## src/rtl/lsu_pkg.sv

```systemverilog
// lsu_pkg: shared definitions for the load/store unit.
//   - RV32I funct3 width encodings for loads/stores
//   - lsu_state_t : FSM state encoding (IDLE, BUS, WB)
//   - err_code_t  : error code reported on err_code_o
package lsu_pkg;

  localparam logic [2:0] F3_LB  = 3'b000;
  localparam logic [2:0] F3_LH  = 3'b001;
  localparam logic [2:0] F3_LW  = 3'b010;
  localparam logic [2:0] F3_LBU = 3'b100;
  localparam logic [2:0] F3_LHU = 3'b101;

  typedef enum logic [1:0] {
    IDLE = 2'd0,
    BUS  = 2'd1,
    WB   = 2'd2
  } lsu_state_t;

  typedef enum logic [1:0] {
    ERR_NONE     = 2'b00,
    ERR_MISALIGN = 2'b01,
    ERR_FUNCT3   = 2'b10,
    ERR_TIMEOUT  = 2'b11
  } err_code_t;

endpackage

```

## src/rtl/lsu_load_align.sv

```systemverilog
// load_align: picks the addressed byte/halfword out of a bus read word and
// sign- or zero-extends it according to the RV32I load funct3.
// Ports:
//   rdata_i   [31:0] read word from the bus
//   addr_lo_i [1:0]  byte offset of the load within the word
//   funct3_i  [2:0]  load width/sign encoding
//   result_o  [31:0] value to write into the register file
module load_align
  import lsu_pkg::*;
(
  input  logic [31:0] rdata_i,
  input  logic [1:0]  addr_lo_i,
  input  logic [2:0]  funct3_i,
  output logic [31:0] result_o
);

  logic [7:0]  byte_sel;
  logic [15:0] half_sel;

  always_comb begin
    byte_sel = rdata_i[7:0];
    case (addr_lo_i)
      2'd0:    byte_sel = rdata_i[7:0];
      2'd1:    byte_sel = rdata_i[15:8];
      2'd2:    byte_sel = rdata_i[23:16];
      default: byte_sel = rdata_i[31:24];
    endcase
    // Halfwords are only ever accepted at offset 0 or 2, so bit 1 selects.
    half_sel = addr_lo_i[1] ? rdata_i[31:16] : rdata_i[15:0];
  end

  always_comb begin
    result_o = rdata_i;
    case (funct3_i)
      F3_LB:   result_o = {{24{byte_sel[7]}}, byte_sel};
      F3_LH:   result_o = {{16{half_sel[15]}}, half_sel};
      F3_LBU:  result_o = {24'd0, byte_sel};
      F3_LHU:  result_o = {16'd0, half_sel};
      default: result_o = rdata_i;
    endcase
  end

endmodule

```

## src/rtl/lsu.sv

```systemverilog
// lsu: RV32I load/store unit. Accepts one memory operation at a time,
// runs a single-outstanding word-addressed bus access, then writes aligned
// and extended load data to the register file.
// Ports:
//   clk_i, rst_ni                      clock, async active-low reset
//   req_valid_i/req_ready_o            request handshake from execute
//   req_we_i, req_funct3_i, req_addr_i, req_wdata_i, req_rd_i  request fields
//   bus_req_o, bus_we_o, bus_addr_o, bus_be_o, bus_wdata_o     bus request
//   bus_ack_i, bus_rdata_i             bus completion and read data
//   rf_we_o, rf_rd_o, rf_rd_data_o     register-file write port
//   busy_o                             FSM not in IDLE
//   err_o, err_code_o                  one-cycle error pulse, sticky code
//
// Handshake: a request transfers on a rising edge where req_valid_i and
// req_ready_o are both high; req_ready_o is high exactly when the FSM is in
// IDLE, so at most one operation is ever in flight. The bus side holds
// bus_req_o with stable address/data until bus_ack_i is sampled high.
module lsu
  import lsu_pkg::*;
#(
  parameter int BUS_TIMEOUT = 255
) (
  input  logic        clk_i,
  input  logic        rst_ni,
  input  logic        req_valid_i,
  output logic        req_ready_o,
  input  logic        req_we_i,
  input  logic [2:0]  req_funct3_i,
  input  logic [31:0] req_addr_i,
  input  logic [31:0] req_wdata_i,
  input  logic [4:0]  req_rd_i,
  output logic        bus_req_o,
  output logic        bus_we_o,
  output logic [31:0] bus_addr_o,
  output logic [3:0]  bus_be_o,
  output logic [31:0] bus_wdata_o,
  input  logic        bus_ack_i,
  input  logic [31:0] bus_rdata_i,
  output logic        rf_we_o,
  output logic [4:0]  rf_rd_o,
  output logic [31:0] rf_rd_data_o,
  output logic        busy_o,
  output logic        err_o,
  output logic [1:0]  err_code_o
);

  localparam int CNT_W = $clog2(BUS_TIMEOUT + 1);
  localparam logic [CNT_W-1:0] CNT_LAST = CNT_W'(BUS_TIMEOUT - 1);

  lsu_state_t       state_q;
  logic [CNT_W-1:0] cnt_q;
  logic [31:0]      addr_q;
  logic [1:0]       off_q;
  logic [3:0]       be_q;
  logic [31:0]      wdata_q;
  logic             we_q;
  logic [2:0]       f3_q;
  logic [4:0]       rd_q;
  logic [31:0]      rd_data_q;
  logic             err_q;
  err_code_t        err_code_q;

  logic [3:0]  req_be;
  logic [31:0] req_wdata;
  logic        req_illegal;
  logic        req_misalign;
  logic [31:0] load_result;

  // Request decode: byte enables and lane-replicated store data depend only
  // on the size bits funct3[1:0] and the byte offset.
  always_comb begin
    req_be    = 4'b1111;
    req_wdata = req_wdata_i;
    case (req_funct3_i[1:0])
      2'b00: begin
        req_be    = 4'b0001 << req_addr_i[1:0];
        req_wdata = {4{req_wdata_i[7:0]}};
      end
      2'b01: begin
        req_be    = req_addr_i[1] ? 4'b1100 : 4'b0011;
        req_wdata = {2{req_wdata_i[15:0]}};
      end
      default: begin
        req_be    = 4'b1111;
        req_wdata = req_wdata_i;
      end
    endcase
    // Unsigned variants (1xx) exist only for loads.
    req_illegal  = (req_funct3_i == 3'b011) || (req_funct3_i[2:1] == 2'b11) ||
                   (req_funct3_i[2] && req_we_i);
    req_misalign = ((req_funct3_i[1:0] == 2'b01) && req_addr_i[0]) ||
                   ((req_funct3_i[1:0] == 2'b10) && (req_addr_i[1:0] != 2'b00));
  end

  load_align u_load_align (
    .rdata_i   (bus_rdata_i),
    .addr_lo_i (off_q),
    .funct3_i  (f3_q),
    .result_o  (load_result)
  );

  always_ff @(posedge clk_i or negedge rst_ni) begin
    if (!rst_ni) begin
      state_q    <= IDLE;
      cnt_q      <= '0;
      addr_q     <= '0;
      off_q      <= '0;
      be_q       <= '0;
      wdata_q    <= '0;
      we_q       <= 1'b0;
      f3_q       <= '0;
      rd_q       <= '0;
      rd_data_q  <= '0;
      err_q      <= 1'b0;
      err_code_q <= ERR_NONE;
    end else begin
      err_q <= 1'b0;
      case (state_q)
        IDLE: begin
          if (req_valid_i) begin
            addr_q  <= {req_addr_i[31:2], 2'b00};
            off_q   <= req_addr_i[1:0];
            be_q    <= req_be;
            wdata_q <= req_wdata;
            we_q    <= req_we_i;
            f3_q    <= req_funct3_i;
            rd_q    <= req_rd_i;
            if (req_illegal) begin
              err_q      <= 1'b1;
              err_code_q <= ERR_FUNCT3;
            end else if (req_misalign) begin
              err_q      <= 1'b1;
              err_code_q <= ERR_MISALIGN;
            end else begin
              state_q <= BUS;
              cnt_q   <= '0;
            end
          end
        end
        BUS: begin
          // Ack wins over timeout when both land in the same cycle.
          if (bus_ack_i) begin
            if (we_q || (rd_q == 5'd0)) begin
              state_q <= IDLE;
            end else begin
              rd_data_q <= load_result;
              state_q   <= WB;
            end
          end else begin
            cnt_q <= cnt_q + 1'b1;
            if (cnt_q == CNT_LAST) begin
              state_q    <= IDLE;
              err_q      <= 1'b1;
              err_code_q <= ERR_TIMEOUT;
            end
          end
        end
        WB:      state_q <= IDLE;
        default: state_q <= IDLE;
      endcase
    end
  end

  assign req_ready_o  = (state_q == IDLE);
  assign busy_o       = (state_q != IDLE);
  assign bus_req_o    = (state_q == BUS);
  assign bus_we_o     = we_q;
  assign bus_addr_o   = addr_q;
  assign bus_be_o     = be_q;
  assign bus_wdata_o  = wdata_q;
  assign rf_we_o      = (state_q == WB);
  assign rf_rd_o      = rd_q;
  assign rf_rd_data_o = rd_data_q;
  assign err_o        = err_q;
  assign err_code_o   = err_code_q;

endmodule

```

## config.mk

```make
export PLATFORM = sky130hd
export DESIGN_NAME = lsu
export DESIGN_NICKNAME = d
export VERILOG_FILES = /design/src/rtl/lsu_pkg.sv /design/src/rtl/lsu_load_align.sv /design/src/rtl/lsu.sv
export SDC_FILE = /design/constraint.sdc
export NUM_CORES = 1
export LEC_CHECK = 0
export CAP_MARGIN = 10
export CORE_MARGIN = 1.5
export CORE_UTILIZATION = 45
export CTS_BUF_LIST = sky130_fd_sc_hd__clkbuf_8
export DETAILED_ROUTE_END_ITERATION = 7
export PLACE_DENSITY = 0.79
export REMOVE_ABC_BUFFERS = 1
export SYNTH_ARGS = -nofsm -noshare
export SYNTH_HDL_FRONTEND = slang
export SYNTH_HIERARCHICAL = 1
export SYNTH_SLANG_ARGS = --single-unit
```

## constraint.sdc

```tcl
create_clock -name clk_i -period 1.95 [get_ports clk_i]
set_input_delay 0.39 -clock clk_i [delete_from_list [all_inputs] [get_ports clk_i]]
set_output_delay 0.39 -clock clk_i [all_outputs]
set_load 0.01 [all_outputs]
```

* Yosys cells after proc, flatten, opt, wreduce, memory -nomap -nowiden
Index checks and enable logic that the tools add are counted.
** Cells by class
- Add/sub/neg operators :: 1
- Equal/unequal tests :: 19
- Shift-type cells :: 1
- Muxes and demuxes :: 30
- Bitwise logic cells :: 1
- Reduce and logical (&&, ||, !) cells :: 20
** Operators with widths (count)
- case mux 32 bit (4 select lines) :: 1
- case mux 32 bit (2 select lines) :: 1
- two-way mux 8 bit :: 4
- case mux 8 bit (3 select lines) :: 1
- two-way mux 2 bit :: 11
- two-way mux 16 bit :: 1
- case mux 8 bit (2 select lines) :: 1
- AND reduction 5 bit :: 2
- adder 8 x 1 -> 8 bit, second input constant :: 1
- == test 2 bit, second input constant :: 4
- == test 8 bit, second input constant :: 1
- != test 2 bit, second input constant :: 4
- case mux 2 bit (2 select lines) :: 2
- case mux 4 bit (2 select lines) :: 1
- == test 2 x 1 -> 1 bit, second input constant :: 3
- == test 3 bit, second input constant :: 2
- logical NOT 2 bit :: 3
- != test 3 x 1 -> 1 bit, second input constant :: 2
- nonzero test 2 bit :: 3
- logical NOT 5 bit :: 1
- two-way mux 1 bit :: 5
- logical OR 1 bit :: 4
- two-way mux 4 bit :: 1
- AND reduction 4 bit :: 1
- 10 further kinds :: 12
** Storage, ports and cells
- Register bits :: 122
- Input bits :: 109
- Output and inout bits :: 113
- Logic and storage cells :: 84

* Longest topological paths before layout
Gate-level depths: netlist of run 1.
- Depth after elaboration :: 7
- Mapped depth :: 7
- Gate-level depth less buffers :: 5

* Modules after synthesis
Netlist of run 1, hierarchy kept.
** By module, submodules not included
- lsu :: instances 1, cells each 500, area each 5355.1 µm², seq. area each 3052.9 µm²
- load_align :: instances 1, cells each 131, area each 723.2 µm², seq. area each 0.0 µm²

* Least setup slack after synthesis of run 1
Ideal clock, no wire load.
- Kind :: register to register
- From :: reg rd_q[0] (netlist: rf_rd_o[0])
- To :: reg rd_data_q[0] (netlist: rf_rd_data_o[0])
- Setup time :: 0.125 ns
- Arrival :: 1.712 ns
- Data required time :: 1.825 ns
- Path slack :: 0.113 ns
- Stages on the path, launching flop included :: 5
- Path buffers :: 1
- Period minus slack after synthesis :: 1.837 ns
- Cells stage by stage :: dfrtp_1 or4_4 o21ai_4 buf_12 mux2_4
** Between the ends
- Longest elaborated chain between the ends :: 4
** Ends and longest elaborated chain
- start, declared :: line lsu.sv:58 : logic [4:0] rd_q;
- start signal, assigned :: line lsu.sv:127 : rd_q <= req_rd_i;
- logical NOT 5 bit :: line lsu.sv:143 : if (we_q || (rd_q == 5'd0)) begin
- logical OR 1 bit :: line lsu.sv:143
- NOT 1 bit (no line)
- AND reduction 3 bit (no line)
- end signal, assigned :: line lsu.sv:146 : rd_data_q <= load_result;
- end, declared :: line lsu.sv:59 : logic [31:0] rd_data_q;
Every way passes these cells.
A chain may end at the register's enable or synchronous reset.

* Worst setup path in the final report of run 1
- From :: reg rd_q[0] (netlist: rf_rd_o[0])
- To :: reg rd_data_q[17] (netlist: rf_rd_data_o[17])
Same word-level chain as after synthesis.

==> flow_summary.ini, run 1 <==
[setup_path]
crit_fanout = 15
path_cells = or4_4, o21ai_4, buf_12, mux2_2
cp.arrival_ns = 2.21
max_stage_delay_ns = 0.56
critPathBufInv = 1
critPathLaunchType = flop
crit_required_ns = 2.28
crit_family = simple AND/OR/NAND/NOR gates
timing.rr.end = rf_rd_data_o[17]
r2r_start = rf_rd_o[0]
crit_type = flop to flop
rrSetupSlack_ns = 0.07
reg2reg_depth = 4
cp_slowest_cell = or4_4
end_kind = flop

[drt]
drc = 0
vias = 5555
wirelength_um = 17500
ant_nets = 0
viasPerCell = 5.25
drt_iter0_drc = 453
firstDrtPassIters = 8
routedWlPerCell_um = 16.6

[place]
gp_congestion = 0.948
pre_cts_ws_ns = -0.437
dpl.hpwl_um = 12800
port_buffers = 219

[clocking]
numCtsBuffers = 17
clk_root_buffer_cell = clkbuf_8
clkSlewWorstSetupHoldPaths_ns = 0.07
cts_buffer_depth = 2
clkLatencyLatePin_ns = 0.45
clock-sinks = 122
cts_tree = done
htreeDepth = 4

[power_and_ir_drop]
pwr-share-seq_pct = 38.3
ir_drop_mv = 0.492
comb_power_share_pct = 40.6
p_int_w = 0.00663
pwr-share-clk_pct = 21.1
switchingPower_w = 0.00315
swShare_pct = 32.2
power_leakage_nw = 4.23
powerDensity_mw_per_mm2 = 1080

[sta]
layout_min_cycle_time_ns = 1.88
fin_crit_sh_pct = 96.5
timing.slew.headroom_pct = 65.3
slew_viol_final = 0
worst_pin_slew_ns = 0.518
timing.fmax_ghz = 0.531
setup_viol_count_final = 0
fin_tns_setup_ns = 0
rsz0062_at_grt = false
skew_ns = 0.0149
finalHoldViolations = 0
fin_ws_ns = 0.0680

[logic_synthesis]
synth-main-ff-cell = dfrtp_1
synth_edf_count = 0
synth.avg_cell_area_sq_um = 9.63
synth_cell_types = 48
synth_area_sq_mm = 0.00608
synth-seq-area-share_pct = 50.2
synth_warnings = 6
postSynthCellCount = 631
ys_seq_elements = 122
ys_async_sr_fraction_pct = 100

[finish]
nets = 981
final_common_cell = clkdlybuf4s50_1
syn_to_final_growth_pct = 48.7
drive_gt1_share_pct = 14.1
final_cell_mix = clkdlybuf4s50_1 (214), nand2_1 (194), dfrtp_1 (120), o21ai_0 (36), buf_4 (36)
antenna_cells = 0

[global_routing]
overflow = 0
antenna_found_initial = 0
grt_pass1_vias = 5725
grt_max_degree = 74
grt_usage_pct = 25.7
grt_pass1_wl_um = 28500

[floorplan]
ios = 222
die_area_sq_mm = 0.0142
initial_utilization_pct = 46.1
chipWidth_um = 119
fp-row-count = 42
die_h_um = 119
core_area_sq_mm = 0.0132

[flow_run]
maxCapViolCount = 0

[hold_path]
min_from = req_addr_i[13]
holdPathStages = 3
worstHoldEndpoint = bus_addr_o[13]
min_path_type = primary input to flop

[run_status]
status = finished, final reports clean
-- layer usage --
layer	track usage, %	share of wire [%]
met5	0	0
met4	12.4	2.3
met3	8.76	8.4
met2	41.2	49
met1	31.1	41
-- worst min-delay path: cells and delay by family --
kind	cells	cell delay [ns]
and+or+nand+nor	2	0.09
buffers and inverters	1	0.39
-- what timing repair did --
action / 4_1_cts / 5_1_grt
pin swaps: 0 / 0
setup buffers: 2 / 0
hold endpoints to repair: 122 / 0
gates cloned: 0 / 0
setup endpoints to repair: 11 / 4
gates resized for setup: 11 / 2
hold buffers: 1 / 0
-- sequential cells by signal, summed over array words and instances (netlist names) --
signal,cells
bus_addr_o,30
bus_be_o,4
bus_wdata_o,32
bus_we_o,1
cnt_q,8
err_code_o,2
err_o,1
f3_q,3
off_q,2
rf_rd_data_o,32
rf_rd_o,5
state_q,2
-- layout make-up --
class / count / area (sq um)
Multi-Input combinational cell: 458 / 2780
Sequential cell: 122 / 3060
Fill cell: 1028 / 4150
Inverter: 9 / 33.8
Clock inverter: 11 / 81.3
Tap cell: 176 / 220
Timing Repair Buffer: 262 / 2600
Clock buffer: 20 / 275
-- stage by stage --
step	area [sq um]	total power, W	hold WS [ns]	cells	util, %
detailed placement	8640	0.00775	0.411	1024	65.5
floorplan	5830	0.00545	0.0944	589	-
CTS	9040	0.00984	0.440	1058	68.5
global route	9040	0.0103	0.461	1058	68.5
global placement	8640	0.00759	0.409	1024	65.5
finish	9040	0.00978	0.466	1058	68.5
-- kinds of logic after synthesis --
kind of cell | synth area share (%)
DFF | 50.2
muxes | 12.7
and+or+nand+nor | 20.4
adders and majority gates | 0.412
buffers and inverters | 4.67
other | 0.0617
AOI/OAI and AO/OA | 11.6
-- power groups by stage --
stage | clock network (W) | registers (W) | logic (W)
after CTS | 0.00210 | 0.00374 | 0.00399
after global placement | 0 | 0.00374 | 0.00385
final | 0.00206 | 0.00375 | 0.00397
after detailed placement | 0 | 0.00378 | 0.00396
after global routing | 0.00222 | 0.00383 | 0.00428
after floorplan | 0 | 0.00404 | 0.00141
-- Yosys cell counts (2+ instances only) --
master	number	area [sq um]
nor2_1	33	124
nor2b_1	22	138
o21bai_1	2	15.0
a211o_1	2	17.5
mux2_4	29	435
or3_1	4	25.0
a21o_1	3	22.5
nand2b_1	14	87.6
buf_4	2	15.0
o21ai_0	36	180
or2_2	2	12.5
mux2i_1	28	280
a22oi_1	7	52.6
nand4_1	2	12.5
o21ai_1	4	20.0
a31oi_1	4	25.0
buf_2	8	40.0
buf_6	3	33.8
a211oi_1	4	30.0
nand3_1	4	20.0
dfrtp_1	122	3050
ha_1	2	25.0
clkbuf_1	26	97.6
a221o_1	8	80.1
a21oi_1	28	140
nor3b_1	2	15.0
mux2_2	5	56.3
inv_1	9	33.8
nand2_1	195	732
buf_12	3	60.1
-- worst max path at each step --
stage                          startpoint          endpoint  slack, ns  depth (start not counted)
after global routing           state_q[1]            busy_o       0.02                          4
final                          rf_rd_o[0]  rf_rd_data_o[17]       0.07                          4
after floorplan                state_q[1]          cnt_q[4]      -5.09                          4
after global placement    bus_rdata_i[15]  rf_rd_data_o[10]      -0.38                          6
after detailed placement  bus_rdata_i[15]   rf_rd_data_o[8]      -0.44                          6
after CTS                      state_q[1]         bus_req_o       0.05                          4
(Power assumes the default switching activity.)
==> run 2: changes to the inputs <==
--- a/constraint.sdc
+++ b/constraint.sdc
@@ -3,2 +3,2 @@
 set_output_delay 0.39 -clock clk_i [all_outputs]
-set_load 0.01 [all_outputs]
+set_load 0.05 [all_outputs]
==> run 2 against run 1 <==
  * Sequential cell count is the same
  * Final cell count shrank 0.19%
  * Power grew 20%
  * Critical path depth is the same
  * Non-clock buffer count shrank 3
  * First-iteration DRC count shrank 37%
  * Clock skew shrank 0.0074 ns
  * Global-route usage shrank 0.86 points
  * Clock-buffer cell count is the same
  * Worst setup slack gained 0.0013 ns
  * Critical path type unchanged
==> flow_summary.ini, run 2 (synthesized netlist as in run 1, its figures left out) <==
[drt]
viasPerCell = 5.20
wirelength_um = 17100
drt_iter0_drc = 287
drc = 0
firstDrtPassIters = 5
ant_nets = 0
routedWlPerCell_um = 16.2
vias = 5493

[sta]
finalHoldViolations = 0
rsz0062_at_grt = false
layout_min_cycle_time_ns = 1.88
timing.fmax_ghz = 0.532
worst_pin_slew_ns = 0.539
skew_ns = 0.00753
slew_viol_final = 0
setup_viol_count_final = 0
fin_crit_sh_pct = 96.4
timing.slew.headroom_pct = 63.8

[clocking]
clkLatencyLatePin_ns = 0.44
cts_buffer_depth = 2
clock-sinks = 122
htreeDepth = 4
clkSlewWorstSetupHoldPaths_ns = 0.08
clk_root_buffer_cell = clkbuf_8
numCtsBuffers = 17
cts_tree = done
post_cts_buffers = 0

[floorplan]
ios = 222
die_area_sq_mm = 0.0142
chipWidth_um = 119
core_area_sq_mm = 0.0132
initial_utilization_pct = 46.1
die_h_um = 119
fp-row-count = 42

[finish]
final_util_pct = 67.6
final_common_cell = nand2_1
syn_to_final_growth_pct = 46.7
nets = 978
drive_gt1_share_pct = 16.7
antenna_cells = 0
final_cell_mix = nand2_1 (194), dfrtp_1 (122), clkdlybuf4s50_1 (107), dlygate4sd2_1 (84), buf_4 (59)
finalNonFillerCells = 1056
fin_area_sq_mm = 0.00892

[setup_path]
end_kind = flop
crit_required_ns = 2.28
crit_type = flop to flop
cp.arrival_ns = 2.21
crit_fanout = 33
critPathLaunchType = flop

[global_routing]
overflow = 0
grt_pass1_vias = 5636
antenna_found_initial = 0
grt_max_degree = 67
grt_usage_pct = 24.9
grt_pass1_wl_um = 27800

[run_status]
status = finished, final reports clean

[hold_path]
min_path_type = primary input to flop

[place]
dpl.hpwl_um = 12500
gp_congestion = 0.932
port_buffers = 219
placed_cell_area_sq_mm = 0.00857
place_inst = 1023

[power_and_ir_drop]
pwr-share-seq_pct = 31.6
p_total_w = 0.0117
ir_drop_mv = 0.601
swShare_pct = 44.6
powerDensity_mw_per_mm2 = 1320
comb_power_share_pct = 48.1
p_int_w = 0.00650
pwr-share-clk_pct = 20.3
switchingPower_w = 0.00524
power_leakage_nw = 4.41

[flow_run]
maxCapViolCount = 0
[run 2: cell count changes in the layout (fill, tap and decap cells not counted), sizes merged]
cell / delta
clkdlybuf4s50: -107
dlygate4sd2: +81
buf: +24
bufinv: +2
clkinv: -2
clkdlybuf4s15: -1
clkinvlp: +1
[run 2: per-layer routing]
layer / track usage, % / part of all wire, %
met1: 30.0 / 41
met4: 11.6 / 3.1
met5: 0 / 0
met3: 7.42 / 7.3
met2: 40.9 / 48
[run 2: timing repair]
item	CTS	global route
gates resized for setup	86	2
hold buffers	1	0
endpoints found under the hold margin	122	0
setup endpoints to repair	92	9
[run 2: cell type report]
class / count / area [sq um]
clock inverter: 12 / 148
fill: 1036 / 4270
multi-input combinational: 458 / 2770
inverter: 9 / 33.8
timing repair buffer: 259 / 2420
sequential: 122 / 3050
clock buffer: 20 / 275
tap: 176 / 220
[run 2: worst max-delay path: stages, from the launching register on]
cell	delay, ns
dfrtp_1	0.39
or4_4	0.56
o21ai_4	0.16
buf_12	0.26
mux2_2	0.37
[run 2: final timing paths]
| path | start | endpoint | slack, ns | cells after the start |
|---|---|---|---|---|
| worst max-delay path | rf_rd_o[0] | rf_rd_data_o[19] | 0.07 | 4 |
| worst min-delay path | req_addr_i[8] | bus_addr_o[8] | 0.47 | 3 |
| worst max register to register | rf_rd_o[0] | rf_rd_data_o[19] | 0.07 | 4 |
| worst min register to register | bus_wdata_o[4] | bus_wdata_o[4] | 0.47 | 2 |
| max in group asynchronous | rst_ni | bus_wdata_o[9] | 1.13 | 3 |
| min in group asynchronous | rst_ni | rf_rd_data_o[26] | 0.50 | 3 |
[run 2: power by group through the flow]
stage / Combinational, W / Clock [W] / Sequential (W)
after CTS: 0.00567 / 0.00244 / 0.00371
final: 0.00565 / 0.00238 / 0.00370
after detailed placement: 0.00601 / 0 / 0.00376
after global routing: 0.00594 / 0.00254 / 0.00380
after global placement: 0.00590 / 0 / 0.00373
after floorplan: 0.00146 / 0 / 0.00606
[run 2: stage by stage]
stage | worst slack [ns] | setup TNS (ns) | hold slack (ns)
6_report | 0.0693 | 0 | 0.470
5_1_grt | 0.00216 | 0 | 0.455
4_1_cts | 0.0215 | 0 | 0.438
3_5_place_dp | -0.467 | -7.42 | 0.423
3_3_place_gp | -0.366 | -6.04 | 0.421
2_1_floorplan | -5.09 | -294.25 | 0.0944
